==> config.mk <==
export PLATFORM = sky130hd
export DESIGN_NAME = mmio_port_unit
export DESIGN_NICKNAME = d
export VERILOG_FILES = /design/src/rtl/mmio_port_unit.sv
export SDC_FILE = /design/constraint.sdc
export NUM_CORES = 1
export LEC_CHECK = 0
export CAP_MARGIN = 20
export CORE_ASPECT_RATIO = 1.25
export CORE_MARGIN = 5
export CORE_UTILIZATION = 35
export DETAILED_ROUTE_END_ITERATION = 6
export PLACE_DENSITY = 0.61
export SYNTH_ARGS = -nofsm -noshare
export SYNTH_HDL_FRONTEND = slang
export SYNTH_SLANG_ARGS = --single-unit
export TNS_END_PERCENT = 20
==> constraint.sdc <==
create_clock -name clk -period 3.05 [get_ports clk]
set_input_delay 0.305 -clock clk [delete_from_list [all_inputs] [get_ports clk]]
set_output_delay 0.305 -clock clk [all_outputs]
set_load 0.02 [all_outputs]
==> src/rtl/mmio_port_unit.sv <==
// Memory-mapped I/O window in the MEM stage: output port, synchronised input port,
// sticky input-change flag with interrupt copy, and a loadable free-running cycle counter.
module mmio_port_unit #(
    parameter logic [31:0] BASE_ADDR = 32'hFFFF_0000,
    parameter logic [31:0] OUT_RESET = 32'h0000_0000
) (
    input  logic        clk,
    input  logic        reset,
    input  logic [31:0] Address,
    input  logic [31:0] WriteData,
    input  logic        MemWrite,
    input  logic        MemRead,
    input  logic [7:0]  PortIn,
    output logic [31:0] ReadData,
    output logic        IOSelect,
    output logic [31:0] PortOut,
    output logic        ChangeIRQ
);

    typedef enum logic [1:0] {
        OFF_PORT_OUT = 2'd0,
        OFF_PORT_IN  = 2'd1,
        OFF_STATUS   = 2'd2,
        OFF_CYCLE    = 2'd3
    } reg_off_t;

    reg_off_t    off;
    logic        we;
    logic [31:0] port_out_q;
    logic [7:0]  in_s1;
    logic [7:0]  in_s2;
    logic [7:0]  in_prev;
    logic        changed;
    logic        change_irq;
    logic [31:0] cycle_q;
    logic [31:0] rd_value;
    logic        change_seen;
    logic        status_clear;
    logic        unused_addr_bits;

    // Stores are word-only; the byte lane bits carry no meaning here.
    assign unused_addr_bits = ^Address[1:0];

    assign IOSelect     = (Address[31:4] == BASE_ADDR[31:4]);
    assign off          = reg_off_t'(Address[3:2]);
    assign we           = MemWrite & IOSelect;
    assign change_seen  = (in_s2 != in_prev);
    assign status_clear = we && (off == OFF_STATUS) && WriteData[0];

    // NOTE: sequential state uses non-blocking assignments so every flop samples
    // the pre-edge value of every other flop, regardless of statement order.
    always_ff @(posedge clk or negedge reset) begin
        if (!reset) begin
            port_out_q <= OUT_RESET;
            in_s1      <= 8'h00;
            in_s2      <= 8'h00;
            in_prev    <= 8'h00;
            changed    <= 1'b0;
            change_irq <= 1'b0;
            cycle_q    <= 32'h0000_0000;
        end else begin
            in_s1      <= PortIn;
            in_s2      <= in_s1;
            in_prev    <= in_s2;
            change_irq <= changed;

            if (we && (off == OFF_PORT_OUT))
                port_out_q <= WriteData;

            // A fresh input change outranks a simultaneous clear so no event is lost.
            if (change_seen)
                changed <= 1'b1;
            else if (status_clear)
                changed <= 1'b0;

            if (we && (off == OFF_CYCLE))
                cycle_q <= WriteData;
            else
                cycle_q <= cycle_q + 32'd1;
        end
    end

    // NOTE: the default assignment ahead of the case keeps this block free of latches.
    always_comb begin
        rd_value = 32'h0000_0000;
        case (off)
            OFF_PORT_OUT: rd_value = port_out_q;
            OFF_PORT_IN:  rd_value = {24'h00_0000, in_s2};
            OFF_STATUS:   rd_value = {31'h0000_0000, changed};
            OFF_CYCLE:    rd_value = cycle_q;
            default:      rd_value = 32'h0000_0000;
        endcase
    end

    assign ReadData  = (MemRead && IOSelect) ? rd_value : 32'h0000_0000;
    assign PortOut   = port_out_q;
    assign ChangeIRQ = change_irq;

endmodule

# Word-level counts from Yosys, hierarchy flattened
# Index checks and enable logic that the tools add are counted.
# Widths: inputs -> output; s select.
totals:
  regBits: 90
  inputBits: 76
  output_inout_bits: 66
  elab_cells: 26
op_classes:
  n_addsub: 1
  n_eq_ne: 5
  muxes: 5
  bitwise_logic: 1
  reduce_logical: 7
ops:
  columns: ["cell", "count"]
  rows:
  - ["$pmux 32 s4", 1]
  - ["$mux 32", 2]
  - ["$add 32x1->32 const B", 1]
  - ["$eq 28x28->1 const B", 1]
  - ["$ne 8x8->1", 1]
  - ["$logic_and 1x1->1", 5]
  - ["$eq 2x2->1 const B", 2]
  - ["$eq 2x1->1 const B", 1]
  - ["$logic_not 2->1", 1]
  - ["$mux 1", 2]
  - ["$reduce_bool 2->1", 1]
  - ["$and 1x1->1", 1]

# Logic depth before layout (Yosys ltp)
depth:
  depth_word: 6
  ltp_mapped: 8
  ltp_nobuf: 6

# Worst setup path before layout
# OpenSTA, ideal clock, no wires.
synth_timing:
  path_kind: "input to output"
  from: "input port Address[6]"
  to: "output port ReadData[10]"
  arrival_ns: 1.899
  required_time_ns: 2.745
  setup_slack_ns: 0.846
  path_stages: 6
  n_path_buf: 1
  cell_sequence: "nor4_2 nand4_2 nor3_4 nand2_1 clkbuf_1 nor2_1"
synth_via:
  elab_chain_cells: 3
synth_rtl:
  columns: ["element", "line", "source"]
  rows:
  - ["start, declared", "9", "input logic [31:0] Address,"]
  - ["$eq 28x28->1", "44", "assign IOSelect = (Address[31:4] == BASE_ADDR[31:4]);"]
  - ["via IOSelect", "15", "output logic IOSelect,"]
  - ["$logic_and 1x1->1", "95", "assign ReadData = (MemRead && IOSelect) ? rd_value : 32'h0000_0000;"]
  - ["$mux 32", "95", null]
  - ["end, declared", "14", "output logic [31:0] ReadData,"]
# The timed path passes the listed nets, and every way through them passes these cells.

# Final worst setup path
layout_timing:
  from: "input port Address[13]"
  to: "output port ReadData[29]"
layout_via:
  elab_chain_cells: 3
layout_rtl:
  columns: ["element", "line"]
  rows:
  - ["$eq 28x28->1", "44"]
  - ["$logic_and 1x1->1", "95"]
  - ["$mux 32", "95"]
# Every way passes these cells.

==> impl_metrics.py <==
metrics = {
    "final_layout": {
        "fin_nets": 620,
        "final_cells": 716,
        "drive_gt1_share_pct": 15.1,
        "syn2layout_area_growth_pct": 43.9,
        "final_area_mm2": 0.00646,
        "n_antenna_cell": 0,
        "fill_cells": 1156,
    },
    "pwr": {
        "power_frac_clock_pct": 49.5,
        "combPwrFrac_pct": 6.8,
        "p_per_area_mw_per_mm2": 431,
        "p_sw_share_pct": 20.0,
        "power.internal_mw": 2.23,
        "vdd_drop_max_v": 0.000298,
        "p_seq_share_pct": 43.7,
        "p_leak_nw": 2.63,
        "switchingPower_uw": 557,
    },
    "setup_path": {
        "reg2reg_to": "cycle_q[22]",
        "crit_end": "ReadData[29]",
        "crit_top_cell": "clkdlybuf4s50_1",
        "cp.arrival_ns": 2.59,
        "cp-end-kind": "output pin",
        "worst-r2r-cell-count": 6,
        "startpoint_type": "primary input",
        "crit_chain": "clkdlybuf4s50_1 -> nor4b_2 -> nand4_2 -> nor3_4 -> nand2_1 -> buf_4 -> nor2_1 -> clkdlybuf4s50_1",
        "r2r_slack_ns": 0.95,
        "required_ns": 2.74,
        "cp_max_fo": 24,
        "critPathTopFamily": "buffers and inverters",
        "cpPeakStageDelay_ns": 0.63,
        "rr_startpoint": "cycle_q[0]",
        "critical_path_class": "in2out",
        "slowest_stage": "clkdlybuf4s50_1",
        "cp.depth": 8,
        "startpoint": "Address[13]",
        "critPathBufInv": 3,
    },
    "timing": {
        "hold_viol": 0,
        "fmax_mhz": 345,
        "fin_setup_tns_ns": 0,
        "finalCritPeriodShare_pct": 95.1,
        "whs_ns": 0.348,
        "skew_ns": 0.00598,
        "tightest_slew_ns": 0.578,
        "fin_crit_ns": 2.90,
        "grt_setup_unrepaired": "no",
        "layout_setup_ws_ns": 0.151,
        "setup_viol": 0,
        "relSlewSlack_pct": 61.4,
        "drv_slew": 0,
    },
    "yosys": {
        "syn_avg_cell_area_um2": 11.2,
        "synthArstFlopShare_pct": 100,
        "synth_top_family_by_area": "simple AND/OR/NAND/NOR gates",
        "yosysMostFrequentCell": "dfrtp_1",
        "yosysTopAreaCell": "dfrtp_1",
        "seq_area_frac_synth_pct": 50.1,
        "ys_top_cells_by_area": "dfrtp_1 50%, mux2_4 10%, nor2_1 5.5%, xnor2_1 4.5%, a22oi_1 4.0%",
        "synth_fa_ha_area_share_pct": 0.278,
        "yosys-mux-area-fraction_pct": 13.8,
        "synthSimpleGateAreaFrac_pct": 17.1,
        "syn_inst": 400,
        "synth_flop_cell": "dfrtp_1",
        "synth_compound_area_share_pct": 7.96,
        "ys_warn_count": 0,
        "synth_top_cells_by_count": "90 x dfrtp_1, 66 x nor2_1, 30 x mux2_4, 27 x a21oi_1, 24 x a22oi_1",
        "synth.cell_area_mm2": 0.00449,
        "synth_top_area_share_pct": 50.1,
        "yosysUniqueCellTypes": 36,
        "synthesis.nets": 477,
        "ys_ff_latch": 90,
        "synth_edf_count": 0,
        "synth-xor-area-share_pct": 7.41,
    },
    "route": {
        "dr.pass1.iters": 4,
        "via_per_inst": 4.91,
        "initialDrtViolationCount": 100,
        "routedWlPerCell_um": 16.9,
        "wirelength_um": 12100,
        "vias": 3514,
        "ant_nets": 0,
        "drc": 0,
    },
    "clock_tree": {
        "cts_buffers": 9,
        "clk_latency_ns": 0.33,
        "clock-sinks": 90,
        "root_buffer": "clkbuf_16",
        "clk_pin_slew_ns": 0.06,
        "cts.repair.resized": 0,
        "clock_path_buffers": 2,
        "cts_tree": "built",
        "cts_max_level": 3,
    },
    "floorplanning": {
        "die_area_mm2": 0.0152,
        "fp.dieW_um": 111,
        "start_util_pct": 35.5,
        "die_h_um": 137,
        "io_pins": 142,
        "fp-row-count": 46,
        "core_area_mm2": 0.0127,
    },
    "global_route": {
        "grt_max_degree": 49,
        "grt_pass1_wl_um": 19600,
        "antenna_found_initial": 0,
        "grt_pass1_vias": 3786,
        "overflow": 0,
        "grt.total_usage_pct": 16.1,
    },
    "place": {
        "placed_cell_area_mm2": 0.00607,
        "dp.cells": 698,
        "dp_slack_ns": 0.0998,
        "dp_hpwl_um": 9220,
        "gp_congestion": 0.791,
        "port_buffers": 139,
    },
    "flow_run": {
        "cap_violations": 0,
    },
    "status": {
        "status": "finished clean",
    },
    "min_path": {
        "hold_path_class": "reg2reg",
    },
}
-- cell families after synthesis --
family / count (synthesis)
AO/OA/AOI/OAI: 58
XOR/XNOR: 38
adder cells (fa/ha/maj): 1
buffers and inverters: 25
flip-flops: 90
multiplexers: 45
AND/OR/NAND/NOR: 143
-- how the worst min path moves through the flow --
stage | start | end | slack (ns) | cells past startpoint
after floorplan | reset | ChangeIRQ | 0.009 | 0
after global placement | in_s1[6] | in_s2[6] | 0.33 | 0
after detailed placement | in_s1[3] | in_s2[3] | 0.33 | 0
after CTS | in_s1[3] | in_s2[3] | 0.35 | 0
after global routing | in_s1[4] | in_s2[4] | 0.35 | 0
final | in_s1[1] | in_s2[1] | 0.35 | 0
-- registers in the layout (all words and copies together), names as in the netlist --
name and flops:
changed 1, PortOut 32, in_s1 8, in_prev 8
cycle_q 32, ChangeIRQ 1, in_s2 8
-- through the flow --
stage          utilization, %  power (mW)
6_report                 51.0        2.79
5_1_grt                  51.0        2.88
3_5_place_dp             47.9        1.43
3_3_place_gp             47.9        1.43
4_1_cts                  51.0        2.82
2_1_floorplan               -        1.29
-- per-layer routing --
metal,part of all wire (%),GRT usage [%]
met2,54,30.2
met1,41,18.7
met3,3.5,2.65
met4,1.7,5.27
met5,0,0
-- worst register-to-register path, cell delays in order (launching register included) --
cell and delay [ns]:
dfrtp_1 0.45, ha_1 0.27, nand3_1 0.18, nor4_2 0.45, nand4_1 0.20, xnor2_1 0.16
mux2_2 0.27
-- power by group through the flow --
stage / combinational [mW] / clock [mW] / sequential [mW]
after CTS: 0.193 / 1.41 / 1.22
after floorplan: 0.0463 / 0 / 1.24
after global placement: 0.190 / 0 / 1.24
after detailed placement: 0.191 / 0 / 1.24
after global routing: 0.208 / 1.45 / 1.22
final: 0.190 / 1.38 / 1.22
-- cell type report --
cell class                      instances  area [um^2]  share of cell area [%]
Inverter                                2         7.51                   0.116
Tap cell                              168          210                    3.25
Clock inverter                          6          136                    2.11
Clock buffer                           10          239                    3.70
Timing Repair Buffer                  155         1520                    23.6
Multi-Input combinational cell        285         2090                    32.4
Sequential cell                        90         2250                    34.8
-- repair_timing --
action / CTS / global route
endpoints found under the hold margin: 42 / 0
hold buffers: 1 / 0
endpoints found under the setup margin: 0 / 21
setup buffers: 0 / 1
-- layout by cell type (no fill, tap or decap), types with 2 or more instances in the layout --
cell	n
a22oi_1	24
nor4_1	2
nand2_1	18
nor2_1	65
xnor2_1	23
clkdlybuf4s50_1	138
o21ai_1	2
nor4_4	2
a21oi_1	27
nand4_1	16
nand4_2	2
nand3_1	14
and4_1	3
o21ai_0	3
buf_4	15
xor2_1	15
mux2i_1	7
inv_1	2
nor3_1	3
dfrtp_1	90
mux2_2	7
mux2_4	30
nor4_2	3
and3_1	7
clkbuf_16	9
bufinv_16	4
No activity file was read; power rests on OpenSTA's default activity.
